<file path="src/rtl/viterbi_decoder.sv">
// rtl/viterbi_decoder.sv - Hard-decision 8-state register-exchange Viterbi decoder (rate 1/2, K=4)
//
// Decodes the rate-1/2 constraint-length-4 code whose branch outputs are
// odd = u ^ S[1] and even = u ^ S[0] ^ S[2], with S = {u(n-3), u(n-2), u(n-1)}.
// Every accepted symbol runs a full add-compare-select, metric normalisation,
// survivor update and best-state decision, so decode latency is fixed.
//
// Ports:
//   clk              decoder clock, all state updates on its rising edge
//   reset_n          asynchronous active-low reset
//   decode_en        symbol strobe, the received pair is consumed when high
//   encoded_in_odd   received odd-position bit
//   encoded_in_even  received even-position bit
//   audio_out        decoded bit (registered)
//   decode_valid     one-cycle qualifier for audio_out (registered)

module viterbi_decoder #(
    parameter int TRACEBACK_DEPTH = 16,
    parameter int METRIC_W        = 6
) (
    input  logic clk,
    input  logic reset_n,
    input  logic decode_en,
    input  logic encoded_in_odd,
    input  logic encoded_in_even,
    output logic audio_out,
    output logic decode_valid
);

    localparam int D  = TRACEBACK_DEPTH;
    localparam int CW = $clog2(D + 1);
    localparam logic [METRIC_W-1:0] PM_MAX  = '1;
    localparam logic [METRIC_W-1:0] PM_INIT = METRIC_W'(8);

    logic [METRIC_W-1:0] pm_q   [8];
    logic [METRIC_W-1:0] pm_d   [8];
    logic [D-1:0]        surv_q [8];
    logic [D-1:0]        surv_d [8];
    logic [CW-1:0]       fill_q;
    logic [CW-1:0]       fill_d;
    logic                audio_out_q;
    logic                audio_out_d;
    logic                decode_valid_q;
    logic                decode_valid_d;

    logic [METRIC_W-1:0] acs_pm   [8];
    logic [D-1:0]        acs_surv [8];
    logic [METRIC_W-1:0] min_pm;
    logic [2:0]          best_idx;

    // Hamming distance between the received pair and the pair the encoder
    // would emit leaving state p on input u.
    function automatic logic [1:0] branch_metric(
        input logic [2:0] p,
        input logic       u,
        input logic       rx_odd,
        input logic       rx_even
    );
        logic exp_odd;
        logic exp_even;
        exp_odd  = u ^ p[1];
        exp_even = u ^ p[0] ^ p[2];
        return {1'b0, exp_odd ^ rx_odd} + {1'b0, exp_even ^ rx_even};
    endfunction

    function automatic logic [METRIC_W-1:0] sat_add(
        input logic [METRIC_W-1:0] a,
        input logic [1:0]          b
    );
        logic [METRIC_W:0] sum;
        sum = {1'b0, a} + {{(METRIC_W - 1){1'b0}}, b};
        return sum[METRIC_W] ? PM_MAX : sum[METRIC_W-1:0];
    endfunction

    // One ACS unit per next state. Both predecessors share S'[2:1] as their
    // low bits and differ only in the bit that falls off the register.
    for (genvar g = 0; g < 8; g++) begin : g_acs
        localparam logic [2:0] NS = 3'(g);
        localparam logic [2:0] P0 = {1'b0, NS[2:1]};
        localparam logic [2:0] P1 = {1'b1, NS[2:1]};

        logic [1:0]          bm0;
        logic [1:0]          bm1;
        logic [METRIC_W-1:0] cand0;
        logic [METRIC_W-1:0] cand1;
        logic                take1;

        assign bm0   = branch_metric(P0, NS[0], encoded_in_odd, encoded_in_even);
        assign bm1   = branch_metric(P1, NS[0], encoded_in_odd, encoded_in_even);
        assign cand0 = sat_add(pm_q[P0], bm0);
        assign cand1 = sat_add(pm_q[P1], bm1);
        // Strict compare: P0 wins ties.
        assign take1 = cand1 < cand0;

        assign acs_pm[g]   = take1 ? cand1 : cand0;
        assign acs_surv[g] = {take1 ? surv_q[P1][D-2:0] : surv_q[P0][D-2:0], NS[0]};
    end

    // Minimum metric doubles as the best state; strict compare keeps the
    // lowest index on ties.
    always_comb begin
        min_pm   = acs_pm[0];
        best_idx = 3'd0;
        for (int s = 1; s < 8; s++) begin
            if (acs_pm[s] < min_pm) begin
                min_pm   = acs_pm[s];
                best_idx = 3'(s);
            end
        end
    end

    always_comb begin
        pm_d           = pm_q;
        surv_d         = surv_q;
        fill_d         = fill_q;
        audio_out_d    = audio_out_q;
        decode_valid_d = 1'b0;
        if (decode_en) begin
            for (int s = 0; s < 8; s++) begin
                pm_d[s] = acs_pm[s] - min_pm;
            end
            surv_d         = acs_surv;
            fill_d         = (fill_q == CW'(D)) ? fill_q : fill_q + CW'(1);
            decode_valid_d = (fill_q >= CW'(D - 1));
            audio_out_d    = acs_surv[best_idx][D-1];
        end
    end

    always_ff @(posedge clk or negedge reset_n) begin
        if (!reset_n) begin
            // Non-zero start metrics on states 1..7 pin the trellis to the
            // encoder's all-zero start state.
            pm_q[0] <= '0;
            for (int s = 1; s < 8; s++) begin
                pm_q[s] <= PM_INIT;
            end
            for (int s = 0; s < 8; s++) begin
                surv_q[s] <= '0;
            end
            fill_q         <= '0;
            audio_out_q    <= 1'b0;
            decode_valid_q <= 1'b0;
        end else begin
            pm_q           <= pm_d;
            surv_q         <= surv_d;
            fill_q         <= fill_d;
            audio_out_q    <= audio_out_d;
            decode_valid_q <= decode_valid_d;
        end
    end

    assign audio_out    = audio_out_q;
    assign decode_valid = decode_valid_q;

endmodule
</file>
<file path="config.mk">
export PLATFORM = sky130hd
export DESIGN_NAME = viterbi_decoder
export DESIGN_NICKNAME = d
export VERILOG_FILES = /design/src/rtl/viterbi_decoder.sv
export SDC_FILE = /design/constraint.sdc
export NUM_CORES = 1
export LEC_CHECK = 0
export CAP_MARGIN = 20
export CORE_MARGIN = 8
export CORE_UTILIZATION = 60
export CTS_BUF_LIST = sky130_fd_sc_hd__clkbuf_4 sky130_fd_sc_hd__clkbuf_8
export DETAILED_ROUTE_END_ITERATION = 8
export MAX_ROUTING_LAYER = met4
export PLACE_DENSITY = 0.8
export SETUP_SLACK_MARGIN = 0.3
export SLEW_MARGIN = 20
export SYNTH_ARGS = -nofsm -noshare
export SYNTH_HDL_FRONTEND = slang
export SYNTH_SLANG_ARGS = --single-unit
</file>
<file path="constraint.sdc">
create_clock -name clk -period 15.96 [get_ports clk]
set_input_delay 2.394 -clock clk [delete_from_list [all_inputs] [get_ports clk]]
set_output_delay 2.394 -clock clk [all_outputs]
set_load 0.03 [all_outputs]
</file>
# Word-level counts from Yosys, hierarchy flattened
# Cells that the tools add are included.
[totals] ff_bits=171 inputBits=5 out_inout_bits=2 elab_cells=121
[classes] addsub=29 magnitude_cmp=17 eq_ne=1 n_mux=50 bitwise_logic=4 reduce_logical=1
[op_table] operator="$mux W6" count=31
[op_table] operator="$mux W15" count=8
[op_table] operator="$add A6 B2 Y7" count=16
[op_table] operator="$lt A6 B6 Y1" count=15
[op_table] operator="$bmux W16 S3" count=1
[op_table] operator="$sub A6 B6 Y6" count=8
[op_table] operator="$mux W16" count=2
[op_table] operator="$mux W3" count=4
[op_table] operator="$add A1 B1 Y2" count=4
[op_table] operator="$add A5 B1 Y5 const B" count=1
[op_table] operator="$eq A5 B5 Y1 const B" count=1
[op_table] operator="$ge A5 B4 Y1 const B" count=1
[op_table] operator="$ge A4 B4 Y1 const B" count=1
[op_table] operator="$mux W2" count=2
[op_table] operator="$not A3 Y4" count=1
[op_table] operator="$not A1 Y1" count=3
[op_table] operator="$mux W1" count=2
[op_table] operator="$reduce_and A2 Y1" count=1

# Logic depth before layout (Yosys ltp)
# Gate-level depths: netlist (run 1).
[depth] ltp_word=24 ltp_mapped=87 mapped_depth_nobuf=85

# Worst setup path after synthesis (run 1)
# No wires, ideal clock.
[synth_timing] path_type="input-to-reg" startpoint="in encoded_in_odd" endpoint="reg pm_q[17] in the netlist's numbering" setup_ns=0.082 t_arrival_ns=17.782 t_required_ns=15.878 path_slack_ns=-1.904 cell_stages=77 n_path_buf=1 cell_sequence="inv_1 ha_1 inv_1 ha_1 nor2b_1 o21ai_1 nand2_1 nand2_1 mux2i_1 inv_1 ha_1 a211o_1 a211oi_2 nor2_1 a21oi_1 inv_1 ha_1 or3_1 [... 41 more ...] mux2i_1 inv_2 ha_1 nor3_1 nor2b_1 a31o_1 nor4_4 a32oi_2 a21oi_4 nor2_1 o21ai_0 ha_1 inv_1 or3_1 o21ai_1 o32ai_1 or4_1 a31oi_1"
[synth_between] elab_chain_len=21 word_cells_on_any_way=68 cone_classes="add/sub (21); order compare (15); mux (31); bitwise (1)"
[synth_rtl] element="from (decl)" line_no="24" source="input logic encoded_in_odd,"
[synth_rtl] element="$not A1 Y1 (no line)"
[synth_rtl] element="$add A1 B1 Y2" line_no="63" source="return {1'b0, exp_odd ^ rx_odd} + {1'b0, exp_even ^ rx_even};"
[synth_rtl] element="$add A6 B2 Y7" line_no="71" source="sum = {1'b0, a} + {{(METRIC_W - 1){1'b0}}, b};"
[synth_rtl] element="$mux W6" line_no="72" source="return sum[METRIC_W] ? PM_MAX : sum[METRIC_W-1:0];"
[synth_rtl] element="$lt A6 B6 Y1" line_no="93" source="assign take1 = cand1 < cand0;"
[synth_rtl] element="$mux W6" line_no="95" source="assign acs_pm[g] = take1 ? cand1 : cand0;"
[synth_rtl] element="$lt A6 B6 Y1" line_no="105" source="if (acs_pm[s] < min_pm) begin"
[synth_rtl] element="$mux W6" line_no="105"
[synth_rtl] element="[... 5 more ...]"
[synth_rtl] element="$mux W6" line_no="105"
[synth_rtl] element="$lt A6 B6 Y1" line_no="105"
[synth_rtl] element="$mux W6" line_no="105"
[synth_rtl] element="$lt A6 B6 Y1" line_no="105"
[synth_rtl] element="$mux W6" line_no="105"
[synth_rtl] element="$lt A6 B6 Y1" line_no="105"
[synth_rtl] element="$mux W6" line_no="105"
[synth_rtl] element="$sub A6 B6 Y6 (*)" line_no="120" source="pm_d[s] = acs_pm[s] - min_pm;"
[synth_rtl] element="to (signal assigned)" line_no="144" source="pm_q <= pm_d;"
[synth_rtl] element="to (decl)" line_no="35" source="logic [METRIC_W-1:0] pm_q [8];"
# Mark *: on every way between the ends. The rest lies on a longest branch, timed or not.
# A chain may end at the register's enable or synchronous reset.

# Worst setup path in the final report (run 1)
[layout_timing] startpoint="in encoded_in_odd" endpoint="reg pm_q[35] in the netlist's numbering"
# The elaborated chain is that of the path after synthesis.

==> results of run 1 <==
-- routing by layer --
layer | track usage, % | part of all wire (%) | routed length [µm]
met1 | 43.3 | 41 | 22000
met2 | 50.5 | 45 | 24200
met3 | 4.57 | 9.1 | 4890
met4 | 14.7 | 5.2 | 2780
met5 | - | 0 | 0
-- registers in the layout (all words and copies together), names as in the netlist --
signal,flops
surv_q,105
audio_out,1
pm_q,48
fill_q,5
decode_valid,1
-- worst register-to-register path, delay by kind of cell, from the launching register on --
family / cells / cell delay (ns)
xor gates and xnor gates: 1 / 0.23
and+or+nand+nor: 21 / 3.07
adders and majority gates: 8 / 2.00
buffers and inverters: 7 / 1.05
AOI/OAI and AO/OA: 29 / 5.39
DFF: 1 / 0.59
muxes: 5 / 1.45
-- logic make-up (layout without fill, tap and decap cells) --
| family | count (synthesis) | count (layout) |
|---|---|---|
| buf+inv | 202 | 492 |
| fa+ha+maj | 122 | 122 |
| mux | 161 | 161 |
| flops | 160 | 160 |
| compound gates | 553 | 553 |
| xor+xnor | 105 | 105 |
| simple gates | 627 | 627 |
-- stage by stage --
stage / utilization, % / TNS [ns] / instance area [µm²] / hold slack (ns)
detailed placement: 70.5 / -32.79 / 18100 / 0.454
floorplan: - / -1.73 / 15800 / 0.439
finish: 78.5 / 0 / 20200 / 0.512
global route: 78.5 / -6.49 / 20200 / 0.525
CTS: 73.4 / 0 / 18900 / 0.512
global placement: 70.5 / -9.41 / 18100 / 0.451
-- placed cells by master (no fill, tap or decap), types with 29 or more instances in the layout --
master | synthesis | routed
xor2_1 | 29 | 29
mux2i_1 | 133 | 120
inv_1 | 106 | 88
xnor2_1 | 75 | 66
nand2_1 | 142 | 132
dfrtp_1 | 153 | 153
ha_1 | 112 | 72
ha_4 | 0 | 32
nor2_1 | 280 | 268
o21ai_0 | 97 | 79
buf_4 | 12 | 323
a21oi_1 | 191 | 169
nand3_1 | 34 | 31
-- final timing paths --
path                                 startpoint                 endpoint  cells past startpoint
max                              encoded_in_odd     pm_q[35]$_DFFE_PN0P_                     76
max reg2reg                pm_q[43]$_DFFE_PN0P_     pm_q[35]$_DFFE_PN0P_                     71
min in group asynchronous               reset_n   surv_q[36]$_DFFE_PN0P_                      1
min                        pm_q[24]$_DFFE_PN0P_     pm_q[24]$_DFFE_PN0P_                      2
max in group asynchronous               reset_n  surv_q[126]$_DFFE_PN0P_                      2
min reg2reg                pm_q[24]$_DFFE_PN0P_     pm_q[24]$_DFFE_PN0P_                      2
-- layout make-up --
type	count	share of cell area (%)
Multi-Input combinational cell	1568	60.1
Timing Repair Buffer	353	13.8
Inverter	107	2.07
Sequential cell	160	19.9
Clock inverter	15	0.930
Tap cell	335	2.08
Clock buffer	17	1.16
-- timing repair --
| action | 4_1_cts | 5_1_grt |
|---|---|---|
| endpoints found under the setup margin | 43 | 49 |
| setup buffers | 19 | 33 |
| resized for setup | 41 | 223 |
| pin swaps | 25 | 114 |
==> impl_metrics.py, run 1 <==
metrics = {
    "finish": {
        "seqCellArea_um2": 4010,
        "area_delta_synth_final_pct": 30.2,
        "drive_above_1_share_pct": 31.4,
        "multi_input_area_um2": 12100,
        "nNetsFinal": 2324,
        "finalNonFillerCells": 2555,
        "fillers": 1732,
        "diodes": 0,
    },
    "sta": {
        "maxSlewHeadroom_pct": 13.9,
        "setup_viol": 0,
        "skew_ns": 0.0281,
        "worst_pin_slew_ns": 1.29,
        "min_period_ns": 15.73,
        "grt_setup_unrepaired": "yes",
        "post-route-period-util_pct": 98.6,
        "clock.fmax_mhz": 63.6,
        "slew_violations": 0,
        "hold_viol_final": 0,
        "fin_ws_ns": 0.225,
    },
    "synthesis": {
        "synth.area.top_cells": "dfrtp_1 25%, ha_1 9.0%, mux2i_1 8.6%",
        "synth_top_area_share_pct": 24.7,
        "syn_area_um2": 15500,
        "synthMuxAreaShare_pct": 10.6,
        "synth-edff-count": 0,
        "synth_top_family_by_area": "compound AO/OA/AOI/OAI gates",
        "synth_flop_cell": "dfrtp_1",
        "synth_fa_ha_area_share_pct": 9.72,
        "async_reset_ff_share_pct": 100,
        "synth_common_cells": "280 x nor2_1, 191 x a21oi_1, 153 x dfrtp_1",
        "syn_nets": 2047,
        "yosysMostFrequentCell": "nor2_1",
        "ys_ff_latch": 160,
        "synth-seq-area-share_pct": 25.9,
        "synthSimpleGateAreaFrac_pct": 18.6,
        "synth-xor-area-share_pct": 5.98,
        "synth_compound_area_share_pct": 23.7,
        "avgSynthCellArea_um2": 8.03,
        "synth_area_leader_cell": "dfrtp_1",
        "synth_warnings": 0,
        "synth_cell_types": 111,
        "syn_inst": 1930,
    },
    "placement": {
        "globalplace.congestion": 1.02,
        "pre_cts_slack_ns": -1.04,
        "dp_cells": 2471,
        "io_buffer_count": 6,
        "dp_hpwl_um": 38700,
    },
    "worst_setup_path": {
        "end_kind": "flop",
        "critPathLaunchType": "input port",
        "critPathMaxFanout": 5,
        "cpPeakStageDelay_ns": 0.40,
        "crit_buf_inv": 11,
        "crit_family": "compound AO/OA/AOI/OAI gates",
        "crit_arrival_ns": 16.09,
        "r2r_slack_ns": 2.07,
        "crit_slowest_cell": "mux2i_2",
        "path_common_cell": "ha_4",
        "required_ns": 16.32,
        "crit_type": "in -> reg",
    },
    "die": {
        "row_count": 59,
        "num_io_pins": 7,
        "die_h_um": 177,
        "fp.dieW_um": 177,
        "dieArea_um2": 31200,
        "initial_core_util_pct": 60.3,
        "core_um2": 25700,
    },
    "clocking": {
        "htree_levels": 4,
        "clkSinkCount": 160,
        "clk_pin_slew_ns": 0.10,
        "cts_tree": "done",
        "numCtsBuffers": 17,
        "cts-hold-fix-buffers": 0,
        "cts-root-buf": "clkbuf_8",
        "clockBufferDepth": 2,
        "clk_latency_ns": 0.49,
    },
    "route": {
        "first_pass_iters": 5,
        "routedWlPerCell_um": 21.1,
        "drtIter0Drc": 1956,
        "ant_nets": 0,
        "wirelength_um": 53900,
        "num_vias": 16400,
        "drt-vias-per-instance": 6.43,
        "drc_errors": 0,
    },
    "min_path": {
        "hold_path.class": "reg -> reg",
    },
    "global_routing": {
        "antenna_found_initial": 0,
        "grt_pass1_wl_um": 80500,
        "grt_max_degree": 99,
        "grt_pass1_vias": 15200,
        "grt-ovfl-total": 0,
        "grt.total_usage_pct": 33.1,
    },
    "run_status": {
        "outcome": "finished clean",
    },
    "job": {
        "maxCapViolCount": 0,
    },
}
Power of run 1 is left out: the tool's default activity adds up to more than one toggle a clock period on the data nets, which glitch-free logic cannot reach.
==> run 2, diff against run 1 <==
--- a/config.mk
+++ b/config.mk
@@ -6,12 +6,13 @@
 export NUM_CORES = 1
 export LEC_CHECK = 0
 export CAP_MARGIN = 20
-export CORE_MARGIN = 8
+export CORE_MARGIN = 2
 export CORE_UTILIZATION = 60
 export CTS_BUF_LIST = sky130_fd_sc_hd__clkbuf_4 sky130_fd_sc_hd__clkbuf_8
 export DETAILED_ROUTE_END_ITERATION = 8
+export DONT_BUFFER_PORTS = 1
 export MAX_ROUTING_LAYER = met4
-export PLACE_DENSITY = 0.8
+export PLACE_DENSITY = 0.77
 export SETUP_SLACK_MARGIN = 0.3
 export SLEW_MARGIN = 20
 export SYNTH_ARGS = -nofsm -noshare
==> constraint.sdc (replaced) <==
create_clock -name clk -period 18.8 [get_ports clk]
set_input_delay 2.82 -clock clk [delete_from_list [all_inputs] [get_ports clk]]
set_output_delay 2.82 -clock clk [all_outputs]
set_load 0.03 [all_outputs]
==> impl_metrics.py, run 2 (synthesized netlist as in run 1, its figures left out) <==
metrics = {
    "finish": {
        "finalNonFillerCells": 2261,
        "regMostFlops": "surv_q",
        "drive_above_1_share_pct": 12.0,
        "final_cell_mix": "278 x nor2_1, 187 x a21oi_1, 153 x dfrtp_1, 140 x nand2_1, 124 x mux2i_1",
        "final_common_cell": "nor2_1",
        "largest_reg_flops": 105,
        "nNetsFinal": 2036,
        "area_delta_synth_final_pct": 7.11,
        "diodes": 0,
        "top_regs": "surv_q x105, pm_q x48, fill_q x5",
    },
    "route": {
        "ant_nets": 0,
        "drt-vias-per-instance": 6.54,
        "wirelength_um": 48500,
        "first_pass_iters": 6,
        "drc_errors": 0,
        "num_vias": 14800,
        "drtIter0Drc": 1758,
        "routedWlPerCell_um": 21.4,
    },
    "placement": {
        "dp_hpwl_um": 36000,
        "globalplace.congestion": 1.06,
        "io_buffer_count": 0,
        "dp_cells": 2211,
    },
    "global_routing": {
        "grt_pass1_wl_um": 74600,
        "grt_use_met3_pct": 6.00,
        "grt_pass1_vias": 13400,
        "grt.total_usage_pct": 36.7,
        "grt.busiest_layer": "met2",
        "grt_max_degree": 268,
        "met1_usage_pct": 50.2,
        "antenna_found_initial": 0,
        "use_met2_pct": 53.0,
        "grt-ovfl-total": 0,
    },
    "worst_setup_path": {
        "critPathMaxFanout": 11,
        "crit_slowest_cell": "nor4_4",
        "required_ns": 19.19,
        "critPathLaunchType": "input port",
        "crit_arrival_ns": 18.18,
        "path_common_cell": "ha_1",
        "end_kind": "flop",
        "crit_type": "in -> reg",
        "cpPeakStageDelay_ns": 0.48,
    },
    "clocking": {
        "clk_latency_ns": 0.47,
        "cts-root-buf": "clkbuf_8",
        "clk_pin_slew_ns": 0.11,
        "numCtsBuffers": 17,
        "htree_levels": 4,
        "cts_tree": "done",
        "clockBufferDepth": 2,
        "clkSinkCount": 160,
        "cts-hold-fix-buffers": 0,
    },
    "job": {
        "maxCapViolCount": 0,
    },
    "die": {
        "row_count": 58,
        "num_io_pins": 7,
        "core_um2": 25300,
        "dieArea_um2": 27100,
        "die_h_um": 165,
        "initial_core_util_pct": 61.4,
        "fp.dieW_um": 165,
    },
    "sta": {
        "grt_setup_unrepaired": "no",
        "fin_tns_setup_ns": 0,
        "hold_slack_ns": 0.490,
        "setup_viol": 0,
        "slew_violations": 0,
        "hold_viol_final": 0,
        "maxSlewHeadroom_pct": 26.4,
        "clock.fmax_mhz": 56.2,
        "post-route-period-util_pct": 94.6,
        "worst_pin_slew_ns": 1.10,
        "skew_ns": 0.0251,
        "min_period_ns": 17.79,
    },
    "min_path": {
        "hold_path.class": "reg -> reg",
    },
    "run_status": {
        "outcome": "finished clean",
    },
}
run 2: changes by cell type in the layout (fill, tap and decap cells not counted), moves of 8 or more:
cell	before	now
xnor2_1	66	75
inv_2	13	2
nor2_1	268	278
nand2_1	132	140
xnor2_2	10	1
o21ai_0	79	93
ha_1	72	109
buf_4	323	64
buf_6	20	1
o21ai_2	14	6
inv_1	88	105
ha_4	32	0
a21oi_1	169	187
a21oi_2	18	5
run 2: layout make-up:
type                       count  area, µm²
tap                          330        413
sequential                   160       4010
multi-input combinational   1568      10900
fill                        2179       8650
clock buffer                  17        234
inverter                     107        402
timing repair buffer          65        492
clock inverter                14        191
run 2: repair_timing:
item / in CTS / in global routing
resized for setup: 2 / 36
setup endpoints to repair: 1 / 49
pin swaps: 0 / 11
setup buffers: 0 / 19
run 2: path summary, 6_finish.rpt:
path	start	endpoint	slack, ns	cells after the start
worst min-delay path	surv_q[0]$_DFFE_PN0P_	surv_q[0]$_DFFE_PN0P_	0.49	1
min in group asynchronous	reset_n	surv_q[70]$_DFFE_PN0P_	2.04	0
worst max-delay path	encoded_in_odd	pm_q[17]$_DFFE_PN0P_	1.01	78
worst max register to register	pm_q[18]$_DFFE_PN0P_	pm_q[17]$_DFFE_PN0P_	3.40	77
worst min register to register	surv_q[0]$_DFFE_PN0P_	surv_q[0]$_DFFE_PN0P_	0.49	1
max in group asynchronous	reset_n	pm_q[27]$_DFFE_PN1P_	16.47	0
run 2: critical path: cells and delay by family:
kind	cells	cell delay [ns]
AOI/OAI and AO/OA	27	5.45
adders and majority gates	11	2.82
buffers and inverters	10	1.13
muxes	7	1.99
and+or+nand+nor	23	3.93
run 2: metal layers:
metal  routed length (µm)  part of all wire [%]  vias to the layer above
met5                    0                     0                        -
met4                 2700                   5.6                        0
met3                 3930                   8.1                      147
met2                20600                    42                      710
met1                21300                    44                     7005
li1                     -                     -                     6920
run 2: per-stage QoR:
stage / utilization, % / setup slack [ns] / instance area [µm²]
floorplan: - / 0.510 / 15500
global placement: 62.9 / 0.327 / 15900
detailed placement: 62.9 / -0.184 / 15900
CTS: 64.6 / 0.311 / 16300
global route: 65.7 / 0.0804 / 16600
finish: 65.7 / 1.01 / 16600
Power of run 2 is left out for the same reason.
==> run 3, diff against run 2 <==
--- a/config.mk
+++ b/config.mk
@@ -13,7 +13,7 @@
 export DONT_BUFFER_PORTS = 1
 export MAX_ROUTING_LAYER = met4
 export PLACE_DENSITY = 0.77
-export SETUP_SLACK_MARGIN = 0.3
+export SETUP_SLACK_MARGIN = 0.05
 export SLEW_MARGIN = 20
 export SYNTH_ARGS = -nofsm -noshare
 export SYNTH_HDL_FRONTEND = slang
==> impl_metrics.py, run 3 (synthesized netlist as in run 1, its figures left out) <==
metrics = {
    "run_status": {
        "outcome": "finished clean",
    },
    "sta": {
        "skew_ns": 0.0257,
        "hold_viol_final": 0,
        "maxSlewHeadroom_pct": 24.9,
        "min_period_ns": 17.87,
        "clock.fmax_mhz": 55.9,
        "setup_viol": 0,
        "post-route-period-util_pct": 95.1,
        "slew_violations": 0,
        "fin_tns_setup_ns": 0,
        "worst_pin_slew_ns": 1.13,
    },
    "die": {
        "initial_core_util_pct": 61.4,
        "num_io_pins": 7,
        "die_h_um": 165,
        "dieArea_um2": 27100,
        "fp.dieW_um": 165,
        "row_count": 58,
        "core_um2": 25300,
    },
    "finish": {
        "nNetsFinal": 2032,
        "final_common_cell": "nor2_1",
        "drive_above_1_share_pct": 11.6,
        "top_regs": "surv_q x105, pm_q x48, fill_q x5",
        "regMostFlops": "surv_q",
        "final_cell_mix": "278 x nor2_1, 187 x a21oi_1, 153 x dfrtp_1, 141 x nand2_1, 124 x mux2i_1",
        "area_delta_synth_final_pct": 6.77,
        "largest_reg_flops": 105,
        "diodes": 0,
        "fillers": 2175,
    },
    "worst_setup_path": {
        "crit_type": "in -> reg",
        "path_common_cell": "ha_1",
        "crit_arrival_ns": 18.26,
        "crit_path_end": "pm_q[16]$_DFFE_PN0P_",
        "critPathLaunchType": "input port",
        "rr_endpoint": "pm_q[16]$_DFFE_PN0P_",
        "r2r_slack_ns": 3.35,
        "crit_slowest_cell": "or3_1",
        "critPathMaxFanout": 11,
        "startpoint": "encoded_in_odd",
        "required_ns": 19.19,
        "r2r_start": "pm_q[18]$_DFFE_PN0P_",
        "end_kind": "flop",
        "cpPeakStageDelay_ns": 0.40,
        "r2r_cells": 76,
    },
    "route": {
        "drtIter0Drc": 1844,
        "drt-vias-per-instance": 6.51,
        "routedWlPerCell_um": 21.4,
        "wl_met3_um": 3980,
        "drc_errors": 0,
        "route.met2.wl_um": 20400,
        "routed.top_layer": "met4",
        "ant_nets": 0,
        "num_vias": 14700,
        "wirelength_um": 48200,
        "wl_met1_um": 21100,
        "first_pass_iters": 6,
    },
    "global_routing": {
        "grt-ovfl-total": 0,
        "grt_pass1_wl_um": 74600,
        "grt_max_degree": 268,
        "grt.total_usage_pct": 36.7,
        "antenna_found_initial": 0,
        "grt_pass1_vias": 13400,
    },
    "placement": {
        "io_buffer_count": 0,
        "dp_hpwl_um": 36000,
        "globalplace.congestion": 1.06,
    },
    "min_path": {
        "hp-start": "surv_q[0]$_DFFE_PN0P_",
        "hold_path.class": "reg -> reg",
    },
    "job": {
        "maxCapViolCount": 0,
    },
    "clocking": {
        "clkSinkCount": 160,
        "numCtsBuffers": 17,
        "cts-hold-fix-buffers": 0,
        "cts-root-buf": "clkbuf_8",
        "clockBufferDepth": 2,
        "cts_tree": "done",
        "clk_pin_slew_ns": 0.11,
        "clk_latency_ns": 0.48,
        "htree_levels": 4,
    },
}
==> run 3: cell types whose count changed in the layout (fill, tap and decap cells not counted) <==
| cell | before | now |
|---|---|---|
| buf_4 | 64 | 61 |
| buf_6 | 1 | 0 |
| ha_1 | 109 | 110 |
| ha_2 | 3 | 2 |
| inv_1 | 105 | 106 |
| inv_2 | 2 | 1 |
| nand2_1 | 140 | 141 |
| nand2_2 | 3 | 2 |
| nor3_1 | 29 | 30 |
| nor3_2 | 4 | 3 |
| o311a_2 | 0 | 1 |
| o311a_4 | 1 | 0 |
==> run 3: timing repair <==
action / CTS / global route
gates resized for setup: 0 / 32
endpoints found under the setup margin: 0 / 49
buffers inserted: 0 / 15
==> run 3: worst min path at each step <==
stage / to / slack (ns) / cells past startpoint
2_1_floorplan: surv_q[0]$_DFFE_PN0P_ / 0.44 / 1
3_3_place_gp: surv_q[0]$_DFFE_PN0P_ / 0.45 / 1
3_5_place_dp: surv_q[0]$_DFFE_PN0P_ / 0.46 / 1
4_1_cts: surv_q[0]$_DFFE_PN0P_ / 0.49 / 1
5_1_grt: surv_q[0]$_DFFE_PN0P_ / 0.50 / 1
6_report: surv_q[0]$_DFFE_PN0P_ / 0.49 / 1
==> run 3: through the flow <==
| step | utilization, % | setup slack [ns] | hold WS, ns | cells | instance area [µm²] |
|---|---|---|---|---|---|
| floorplan | - | 0.510 | 0.439 | 1930 | 15500 |
| global placement | 62.9 | 0.327 | 0.454 | 2211 | 15900 |
| detailed placement | 62.9 | -0.184 | 0.459 | 2211 | 15900 |
| CTS | 64.6 | 0.237 | 0.485 | 2242 | 16300 |
| global route | 65.5 | -0.0402 | 0.499 | 2257 | 16500 |
| finish | 65.5 | 0.926 | 0.490 | 2257 | 16500 |
==> run 3: critical path: cells and delay by family <==
| kind | cells | cell delay (ns) |
|---|---|---|
| compound gates | 27 | 5.66 |
| simple gates | 25 | 4.10 |
| fa+ha+maj | 11 | 2.81 |
| mux | 7 | 1.95 |
| buf+inv | 8 | 0.88 |
==> run 3: cell type report <==
cell class | count | area (µm²) | area share [%]
Clock buffer | 17 | 234 | 1.41
Clock inverter | 14 | 191 | 1.16
Inverter | 107 | 402 | 2.43
Multi-Input combinational cell | 1568 | 10800 | 65.5
Sequential cell | 160 | 4010 | 24.2
Tap cell | 330 | 413 | 2.50
Timing Repair Buffer | 61 | 458 | 2.77
==> run 3: metal layers <==
metal / vias up / GRT usage, %
met4: 0 / 17.6
met3: 157 / 6.00
met5: - / -
li1: 6925 / -
met1: 6957 / 50.2
met2: 664 / 52.9
Power of run 3 is left out for the same reason.
